### src/rtl/const_pack.sv
// Shared dimensions of the interleaved ADC datapath.
package const_pack;
    localparam int unsigned Nti  = 16;
    localparam int unsigned Nadc = 8;
endpackage

### src/rtl/pfd_offset_cal_seq_pkg.sv
// Types and widths private to the offset calibration sequencer.
package pfd_offset_cal_seq_pkg;
    import const_pack::*;

    localparam int unsigned Nsettle_w = 16;
    localparam int unsigned Niter_w   = 4;
    localparam int unsigned Nslice_w  = $clog2(Nti);
    localparam int unsigned Nshift_w  = 3;

    typedef enum logic [2:0] {
        IDLE,
        CLEAR,
        SETTLE,
        SAMPLE,
        UPDATE,
        DONE
    } cal_state_t;
endpackage

### src/rtl/pfd_offset_cal_seq_sat_sub_shift.sv
// Offset correction: off - ((avg - tgt) >>> shift), clamped to the W-bit signed range.
module sat_sub_shift #(
    parameter int unsigned W = 8
) (
    input  logic signed [W-1:0] avg_i,
    input  logic signed [W-1:0] tgt_i,
    input  logic signed [W-1:0] off_i,
    input  logic        [2:0]   shift_i,
    output logic signed [W-1:0] res_c_o,
    output logic                ovf_c_o
);
    localparam int unsigned EW = W + 1;
    localparam int unsigned NW = W + 2;

    logic signed [EW-1:0] err;
    logic signed [EW-1:0] step;
    logic signed [NW-1:0] nxt;
    logic signed [NW-1:0] max_v;
    logic signed [NW-1:0] min_v;

    assign max_v = {{(NW-W+1){1'b0}}, {(W-1){1'b1}}};
    assign min_v = {{(NW-W+1){1'b1}}, {(W-1){1'b0}}};

    // Error, arithmetic step and saturating subtract; NW bits cannot overflow.
    always_comb begin
        err     = $signed({avg_i[W-1], avg_i}) - $signed({tgt_i[W-1], tgt_i});
        step    = err >>> shift_i;
        nxt     = $signed({off_i[W-1], off_i[W-1], off_i}) - $signed({step[EW-1], step});
        res_c_o = nxt[W-1:0];
        ovf_c_o = 1'b0;
        if (nxt > max_v) begin
            res_c_o = max_v[W-1:0];
            ovf_c_o = 1'b1;
        end else if (nxt < min_v) begin
            res_c_o = min_v[W-1:0];
            ovf_c_o = 1'b1;
        end
    end
endmodule

### src/rtl/pfd_offset_cal_seq.sv
// Walks all interleaved slices, measuring each average and nudging its offset toward target.
module pfd_offset_cal_seq
    import const_pack::*, pfd_offset_cal_seq_pkg::*;
(
    input  logic                     clk,
    input  logic                     rst,
    input  logic                     start,
    input  logic                     abort,
    input  logic [Nsettle_w-1:0]     settle_cycles,
    input  logic [Niter_w-1:0]       n_iter,
    input  logic [Nshift_w-1:0]      gain_shift,
    input  logic signed [Nadc-1:0]   target,
    input  logic [Nti*Nadc-1:0]      adcout_avg,
    output logic [Nti*Nadc-1:0]      ext_pfd_offset,
    output logic                     en_ext_pfd_offset,
    output logic                     avg_restart,
    output logic [Nslice_w-1:0]      cur_slice,
    output logic                     busy,
    output logic                     done,
    output logic                     sat_flag
);
    cal_state_t              state_q;
    logic signed [Nadc-1:0]  offs_q [Nti];
    logic signed [Nadc-1:0]  avg_q;
    logic [Nsettle_w-1:0]    settle_q;
    logic [Nsettle_w-1:0]    settle_d;
    logic [Niter_w-1:0]      iter_q;
    logic [Nslice_w-1:0]     slice_q;
    logic                    en_q;
    logic                    restart_q;
    logic                    busy_q;
    logic                    done_q;
    logic                    sat_q;
    logic signed [Nadc-1:0]  upd_res;
    logic                    upd_ovf;

    // A zero settle request is treated as one cycle.
    assign settle_d = (settle_cycles == '0) ? Nsettle_w'(1) : settle_cycles;

    sat_sub_shift #(.W(Nadc)) u_sat_sub_shift (
        .avg_i   (avg_q),
        .tgt_i   (target),
        .off_i   (offs_q[slice_q]),
        .shift_i (gain_shift),
        .res_c_o (upd_res),
        .ovf_c_o (upd_ovf)
    );

    // Sequencer state, counters, offset bank and registered status outputs.
    always_ff @(posedge clk) begin
        if (rst) begin
            state_q   <= IDLE;
            avg_q     <= '0;
            settle_q  <= '0;
            iter_q    <= '0;
            slice_q   <= '0;
            en_q      <= 1'b0;
            restart_q <= 1'b0;
            busy_q    <= 1'b0;
            done_q    <= 1'b0;
            sat_q     <= 1'b0;
            for (int i = 0; i < Nti; i++) begin
                offs_q[i] <= '0;
            end
        end else begin
            restart_q <= 1'b0;
            done_q    <= 1'b0;
            if (abort) begin
                state_q <= IDLE;
                busy_q  <= 1'b0;
            end else begin
                case (state_q)
                    IDLE: begin
                        if (start) begin
                            sat_q   <= 1'b0;
                            slice_q <= '0;
                            iter_q  <= '0;
                            en_q    <= 1'b1;
                            busy_q  <= 1'b1;
                            if (n_iter == '0) begin
                                state_q <= DONE;
                                done_q  <= 1'b1;
                            end else begin
                                state_q   <= CLEAR;
                                restart_q <= 1'b1;
                            end
                        end
                    end
                    CLEAR: begin
                        settle_q <= settle_d;
                        state_q  <= SETTLE;
                    end
                    SETTLE: begin
                        if (settle_q <= Nsettle_w'(1)) begin
                            state_q <= SAMPLE;
                        end else begin
                            settle_q <= settle_q - Nsettle_w'(1);
                        end
                    end
                    SAMPLE: begin
                        avg_q   <= adcout_avg[slice_q*Nadc +: Nadc];
                        state_q <= UPDATE;
                    end
                    UPDATE: begin
                        offs_q[slice_q] <= upd_res;
                        if (upd_ovf) begin
                            sat_q <= 1'b1;
                        end
                        if (slice_q != Nslice_w'(Nti - 1)) begin
                            slice_q   <= slice_q + Nslice_w'(1);
                            state_q   <= CLEAR;
                            restart_q <= 1'b1;
                        end else begin
                            slice_q <= '0;
                            iter_q  <= iter_q + Niter_w'(1);
                            if ((iter_q + Niter_w'(1)) == n_iter) begin
                                state_q <= DONE;
                                done_q  <= 1'b1;
                            end else begin
                                state_q   <= CLEAR;
                                restart_q <= 1'b1;
                            end
                        end
                    end
                    DONE: begin
                        state_q <= IDLE;
                        busy_q  <= 1'b0;
                    end
                    default: begin
                        state_q <= IDLE;
                        busy_q  <= 1'b0;
                    end
                endcase
            end
        end
    end

    // Flatten the offset bank onto the dcore bus.
    always_comb begin
        ext_pfd_offset = '0;
        for (int i = 0; i < Nti; i++) begin
            ext_pfd_offset[i*Nadc +: Nadc] = offs_q[i];
        end
    end

    assign en_ext_pfd_offset = en_q;
    assign avg_restart       = restart_q;
    assign cur_slice         = slice_q;
    assign busy              = busy_q;
    assign done              = done_q;
    assign sat_flag          = sat_q;
endmodule
### config.mk
export PLATFORM = sky130hd
export DESIGN_NAME = pfd_offset_cal_seq
export DESIGN_NICKNAME = d
export VERILOG_FILES = /design/src/rtl/const_pack.sv /design/src/rtl/pfd_offset_cal_seq_pkg.sv /design/src/rtl/pfd_offset_cal_seq_sat_sub_shift.sv /design/src/rtl/pfd_offset_cal_seq.sv
export SDC_FILE = /design/constraint.sdc
export NUM_CORES = 1
export LEC_CHECK = 0
export CORE_MARGIN = 4
export CORE_UTILIZATION = 45
export CTS_CLUSTER_SIZE = 30
export DETAILED_ROUTE_END_ITERATION = 10
export GPL_TIMING_DRIVEN = 0
export PLACE_DENSITY = 0.76
export SLEW_MARGIN = 20
export SYNTH_ARGS = -nofsm -noshare
export SYNTH_HDL_FRONTEND = slang
export SYNTH_SLANG_ARGS = --single-unit
export TNS_END_PERCENT = 5
### constraint.sdc
create_clock -name clk -period 5.26 [get_ports clk]
set_clock_uncertainty 0.05 [all_clocks]
set_input_delay 0.526 -clock clk [delete_from_list [all_inputs] [get_ports clk]]
set_output_delay 0.526 -clock clk [all_outputs]
set_load 0.05 [all_outputs]
==> flow_metrics.env, run 1 <==
export IMPL_dp_cells=1448
export IMPL_ios=300
export IMPL_syn_to_final_growth_pct=39.1
export IMPL_cpMostUsedCell="ha_1"
export IMPL_yosysSeqAreaShare=0.458
export IMPL_yosysTopAreaCell="edfxtp_1"
export IMPL_cts_buffer_depth=2
export IMPL_setup_viol=0
export IMPL_place_gp_congestion=0.928
export IMPL_cts_tree="yes"
export IMPL_grt_max_degree=18
export IMPL_stdcell_count=1487
export IMPL_max_freq_mhz=195
export IMPL_ir_drop_uv=251
export IMPL_worst_slack_ns=0.126
export IMPL_crit_fanout=10
export IMPL_status="finished clean"
export IMPL_vias=8980
export IMPL_cpPeakStageDelay_ns=0.49
export IMPL_cts_buffers=17
export IMPL_holdCritStartpoint="en_ext_pfd_offset$_SDFFE_PP0P_"
export IMPL_p_int_mw=2.66
export IMPL_crit_type="in2reg"
export IMPL_hold_viol=0
export IMPL_crit_path_top_delay_cell="clkdlybuf4s50_1"
export IMPL_grt_usage=0.282
export IMPL_root_buffer="clkbuf_16"
export IMPL_dieArea_um2=25400
export IMPL_layout_commonest_cell="clkdlybuf4s50_1"
export IMPL_die_h_um=159
export IMPL_drive_above_1_share=0.169
export IMPL_path_cells="clkdlybuf4s50_1 > ha_1 > inv_1 > fa_2 > a211oi_2 > o21bai_1 > a21oi_1 > xor2_1 > o21ai_0 > a21boi_1 > mux2_2 > ha_1 > fa_1 > and2b_2 > o211ai_1 > a2bb2oi_4 > xnor2_4 > buf_4 > nand3_1 > nand3_4 > buf_6 > nor2_1"
export IMPL_swShare=0.337
export IMPL_final_antenna_net_count=0
export IMPL_synthCells=867
export IMPL_n_antenna_cell=0
export IMPL_fp_coreArea_um2=22600
export IMPL_end_kind="flip-flop"
export IMPL_start_util=0.457
export IMPL_met2_usage=0.454
export IMPL_maxSlewViolCount=0
export IMPL_min_period_ns=5.13
export IMPL_hold_path_class="reg2reg"
export IMPL_final_nets=1378
export IMPL_synth_edf_count=128
export IMPL_finalCritPeriodShare=0.976
export IMPL_drv_cap=0
export IMPL_critPathLaunch="target[0]"
export IMPL_synth_main_ff_cell="edfxtp_1"
export IMPL_p_per_area_nw_per_um2=279
export IMPL_async_flop_share=0
export IMPL_drt_iter0_markers=1051
export IMPL_std_cell_rows=55
export IMPL_grt_first_pass_wirelength_mm=54.3
export IMPL_wl_per_cell_um=24.9
export IMPL_clock_latency_ns=0.44
export IMPL_arrival_ns=5.24
export IMPL_final_cell_mix="clkdlybuf4s50_1, edfxtp_1, nor2_1"
export IMPL_p_leak_nw=4.98
export IMPL_syn_area_um2=10300
export IMPL_fillers=1813
export IMPL_pre_cts_ws_ns=-0.716
export IMPL_die_width_um=159
export IMPL_power_frac_clock=0.313
export IMPL_syn_num_nets=1056
export IMPL_grt_busiest_layer="met2"
export IMPL_tightest_slew_ns=0.862
export IMPL_grt_use_met1=0.385
export IMPL_grt_pass1_vias=8737
export IMPL_critical_path_required_ns=5.37
export IMPL_synth_distinct_cells=77
export IMPL_wirelength_mm=37.0
export IMPL_ys_warn_count=0
export IMPL_port_buffers=295
export IMPL_htreeDepth=4
export IMPL_synthTopCellsByArea="edfxtp_1, mux4_2, dfxtp_1, nor2_1, nor3_1"
export IMPL_use_met3=0.0727
export IMPL_comb_power_share=0.303
export IMPL_seq_power_share=0.383
export IMPL_dp_hpwl_mm=29.3
export IMPL_cts_clk_slew_worst_paths_ns=0.07
export IMPL_dr_pass1_iters=6
export IMPL_avgSynthCellArea_um2=11.9
export IMPL_drc_errors=0
export IMPL_ys_ff_latch=172
export IMPL_cts_sinks=172
export IMPL_p_sw_mw=1.35
export IMPL_cts_hold_buffers_added=0
export IMPL_r2r_start="avg_q[0]$_SDFFE_PP0P_"
export IMPL_synth_top_area_frac=0.372
export IMPL_start_kind="input port"
export IMPL_vias_per_cell=6.04
export IMPL_whs_ns=0.430
export IMPL_relSlewSlack=0.420
export IMPL_antenna_found_initial=0
export IMPL_grt_overflow_total=0
## metal layers
metal,part of all wire,vias up
li1,-,3957
met1,0.40,4415
met2,0.48,546
met3,0.099,62
met4,0.021,0
met5,0,-
## what timing repair did
| action | 4_1_cts | 5_1_grt |
|---|---|---|
| resized for setup | 8 | 8 |
| cloned | 0 | 0 |
| endpoints found under the hold margin | 0 | 0 |
| endpoints found under the setup margin | 98 | 122 |
| pin swaps | 5 | 5 |
| setup buffers | 2 | 5 |
## power by group through the flow
stage / Combinational [mW] / Clock [mW] / Sequential (mW)
2_1_floorplan: 0.585 / 0 / 1.70
6_report: 1.22 / 1.26 / 1.54
3_3_place_gp: 1.13 / 0 / 1.56
3_5_place_dp: 1.14 / 0 / 1.57
5_1_grt: 1.27 / 1.32 / 1.54
4_1_cts: 1.18 / 1.26 / 1.54
## worst max-delay path, delay by kind of cell
kind                     cells  cell delay [ns]
AO/OA/AOI/OAI                7             1.26
AND/OR/NAND/NOR              4             0.62
adder cells (fa/ha/maj)      4             1.18
buffers and inverters        4             0.92
multiplexers                 1             0.31
XOR/XNOR                     2             0.43
## Yosys cell counts (12+ instances only)
cell type  instances
edfxtp_1         128
nor2_1           123
mux4_2            81
nor3_1            63
nand2_1           49
dfxtp_1           44
clkbuf_1          34
a21oi_1           32
o21ai_0           30
ha_1              24
inv_1             22
nand2b_1          21
nor3_2            18
mux2i_1           14
nand3_1           12
## logic make-up after synthesis
logic type / after synthesis / synth area share
compound gates: 137 / 0.0947
xor+xnor: 19 / 0.0168
fa+ha+maj: 26 / 0.0330
buf+inv: 84 / 0.0415
flops: 172 / 0.458
mux: 97 / 0.192
simple gates: 332 / 0.164
## layout make-up
cell class / count / area (um2) / share of cell area
plain buffers: 62 / 355 / 0.0247
flip-flops and latches: 172 / 4720 / 0.329
multi-input cells: 611 / 5250 / 0.365
clock buffers: 17 / 425 / 0.0296
inverters: 22 / 82.6 / 0.00575
well taps: 285 / 357 / 0.0248
clock inverters: 15 / 155 / 0.0108
repair buffers: 303 / 3010 / 0.210
## stage by stage
| step | setup TNS, ns | cell area (um2) | util | total power [mW] |
|---|---|---|---|---|
| floorplan | 0 | 10300 | - | 2.29 |
| global placement | -54.18 | 13600 | 0.604 | 2.69 |
| detailed placement | -62.41 | 13600 | 0.604 | 2.71 |
| CTS | -0.00360 | 14300 | 0.632 | 3.97 |
| global route | -0.0207 | 14400 | 0.636 | 4.13 |
| finish | 0 | 14400 | 0.636 | 4.01 |
## worst paths after layout
path | slack [ns] | depth (start not counted) | endpoint
max reg2reg | 0.32 | 22 | offs_q[1][5]$_SDFFCE_PN0P_
min | 0.43 | 2 | en_ext_pfd_offset$_SDFFE_PP0P_
max | 0.13 | 22 | offs_q[1][5]$_SDFFCE_PN0P_
min reg2reg | 0.43 | 2 | en_ext_pfd_offset$_SDFFE_PP0P_
## sequential cells by signal (all words and copies together), names as in the netlist, named ones only
register	count
offs_q	128
settle_q	16
avg_q	8
cur_slice	4
iter_q	4
state_q	3
avg_restart	1
busy	1
done	1
en_ext_pfd_offset	1
sat_flag	1
(Power assumes the default switching activity.)
==> run 2: changes to the inputs <==
CORE_UTILIZATION = 25   (was 45)
PLACE_DENSITY = unset   (was 0.76)
SETUP_SLACK_MARGIN = 0.02   (was unset)
==> run 2 against run 1 <==
Net effect: clock power increased by 10%; power increased by 2.9%; final cell count increased by 16%; via count decreased by 2.5%; global-route usage decreased by 11 points; critical path type unchanged; critical endpoint is now offs_q[0][2]$_SDFFCE_PN0P_; highest routed layer is now met5.
==> flow_metrics.env, run 2 (synthesized netlist as in run 1, its figures left out) <==
export IMPL_status="finished clean"
export IMPL_whs_path_depth=2
export IMPL_setup_viol=0
export IMPL_final_cell_mix="clkdlybuf4s50_1, edfxtp_1, nor2_1"
export IMPL_layout_commonest_cell="clkdlybuf4s50_1"
export IMPL_fp_coreArea_um2=40800
export IMPL_power_mw=4.13
export IMPL_reg_largest_list="offs_q (128), settle_q (16), avg_q (8)"
export IMPL_rrSetupSlack_ns=0.35
export IMPL_relSlewSlack=0.364
export IMPL_p_leak_nw=5.01
export IMPL_drt_iter0_markers=717
export IMPL_start_kind="input port"
export IMPL_largest_register_ffs=128
export IMPL_vias_per_cell=5.05
export IMPL_die_width_um=211
export IMPL_root_buffer="clkbuf_16"
export IMPL_htreeDepth=4
export IMPL_comb_power_share=0.291
export IMPL_final_antenna_net_count=0
export IMPL_p_int_mw=2.76
export IMPL_grt_first_pass_wirelength_mm=57.1
export IMPL_maxSlewViolCount=0
export IMPL_p_per_area_nw_per_um2=280
export IMPL_std_cell_rows=74
export IMPL_min_period_ns=5.07
export IMPL_critical_path_required_ns=5.38
export IMPL_hold_end="en_ext_pfd_offset$_SDFFE_PP0P_"
export IMPL_final_nets=1376
export IMPL_cts_sinks=172
export IMPL_crit_path_top_delay_cell="clkdlybuf4s50_1"
export IMPL_dp_hpwl_mm=31.6
export IMPL_antenna_found_initial=3
export IMPL_grt_max_degree=19
export IMPL_grt_pass1_vias=8798
export IMPL_hold_viol=0
export IMPL_swShare=0.332
export IMPL_hold_path_class="reg2reg"
export IMPL_finalCritPeriodShare=0.963
export IMPL_grt_usage=0.170
export IMPL_cts_tree="yes"
export IMPL_rsz0062_at_grt="yes"
export IMPL_holdCritStartpoint="en_ext_pfd_offset$_SDFFE_PP0P_"
export IMPL_largest_register="offs_q"
export IMPL_place_gp_congestion=0.873
export IMPL_power_frac_clock=0.337
export IMPL_ios=300
export IMPL_vias=8755
export IMPL_whs_ns=0.421
export IMPL_grt_overflow_total=0
export IMPL_tightest_slew_ns=0.955
export IMPL_cts_clk_slew_worst_paths_ns=0.07
export IMPL_syn_to_final_growth_pct=42.6
export IMPL_drive_above_1_share=0.171
export IMPL_cts_buffer_depth=2
export IMPL_r2r_end="offs_q[0][2]$_SDFFCE_PN0P_"
export IMPL_n_antenna_cell=0
export IMPL_cpPeakStageDelay_ns=0.46
export IMPL_arrival_ns=5.19
export IMPL_drv_cap=0
export IMPL_cts_hold_buffers_added=0
export IMPL_start_util=0.253
export IMPL_p_sw_mw=1.37
export IMPL_fillers=3984
export IMPL_rr_worst_depth=12
export IMPL_cts_buffers=17
export IMPL_ir_drop_uv=232
export IMPL_dieArea_um2=44600
export IMPL_clock_latency_ns=0.45
export IMPL_dr_pass1_iters=5
export IMPL_end_kind="flip-flop"
export IMPL_port_buffers=295
export IMPL_seq_power_share=0.372
export IMPL_die_h_um=211
export IMPL_wirelength_mm=39.4
export IMPL_wl_per_cell_um=22.8
export IMPL_drc_errors=0
export IMPL_crit_fanout=10
export IMPL_crit_type="in2reg"
export IMPL_max_freq_mhz=197
export IMPL_path_cells="clkdlybuf4s50_1 > inv_1 > ha_1 > nor2b_1 > o31a_1 > o32ai_2 > xnor2_2 > mux2i_1 > a21boi_0 > mux2_4 > ha_1 > fa_2 > and2b_2 > o211ai_1 > buf_4 > a2bb2oi_4 > xnor2_4 > o21a_1 > buf_4 > buf_2 > nor3_1"
[run 2: power by group through the flow]
stage / Clock [mW] / Sequential, mW / Combinational, mW
floorplan: 0 / 1.70 / 0.585
global placement: 0 / 1.57 / 1.14
detailed placement: 0 / 1.57 / 1.15
CTS: 1.42 / 1.54 / 1.17
global route: 1.47 / 1.54 / 1.26
finish: 1.39 / 1.54 / 1.20
[run 2: worst max-delay path, delay by kind of cell]
| kind | cells | cell delay (ns) |
|---|---|---|
| compound gates | 6 | 1.29 |
| xor+xnor | 2 | 0.36 |
| fa+ha+maj | 3 | 0.85 |
| buf+inv | 5 | 1.19 |
| mux | 2 | 0.51 |
| simple gates | 3 | 0.48 |
[run 2: per-stage QoR]
step	setup slack (ns)	utilization	TNS (ns)	cell area, um2	std cells
finish	0.193	0.361	0	14700	1732
CTS	0.0324	0.358	0	14600	1727
global route	-0.0318	0.361	-0.0649	14700	1732
detailed placement	-0.777	0.342	-72.54	14000	1695
floorplan	0.630	-	0	10300	867
global placement	-0.761	0.341	-69.73	13900	1694
[run 2: area by class of cell]
type,instances,area (um2),share of cell area
clock inverters,15,214,0.0145
flip-flops and latches,172,4720,0.321
inverters,22,82.6,0.00561
clock buffers,17,425,0.0289
multi-input cells,611,5260,0.357
repair buffers,302,3010,0.204
plain buffers,61,348,0.0236
well taps,532,666,0.0452
[run 2: worst max-delay path by stage]
| stage | start | endpoint | slack [ns] | cells past startpoint |
|---|---|---|---|---|
| 2_1_floorplan | target[0] | offs_q[8][4]$_SDFFCE_PN0P_ | 0.63 | 20 |
| 3_3_place_gp | target[0] | offs_q[0][2]$_SDFFCE_PN0P_ | -0.76 | 19 |
| 3_5_place_dp | target[0] | offs_q[0][2]$_SDFFCE_PN0P_ | -0.78 | 19 |
| 4_1_cts | target[0] | offs_q[3][4]$_SDFFCE_PN0P_ | 0.03 | 21 |
| 5_1_grt | target[1] | offs_q[0][2]$_SDFFCE_PN0P_ | -0.03 | 21 |
| 6_report | target[1] | offs_q[0][2]$_SDFFCE_PN0P_ | 0.19 | 21 |
[run 2: routing by layer]
| metal | track usage | vias to the layer above | share of wire |
|---|---|---|---|
| li1 | - | 3951 | - |
| met1 | 0.228 | 4398 | 0.41 |
| met3 | 0.0452 | 44 | 0.082 |
| met4 | 0.0418 | 4 | 0.018 |
| met2 | 0.276 | 358 | 0.49 |
| met5 | 0 | - | 0.00056 |
[run 2: repair_timing]
| item | 4_1_cts | 5_1_grt |
|---|---|---|
| pin swaps | 2 | 5 |
| buffers inserted | 0 | 6 |
| endpoints found under the setup margin | 110 | 123 |
| resized for setup | 6 | 10 |
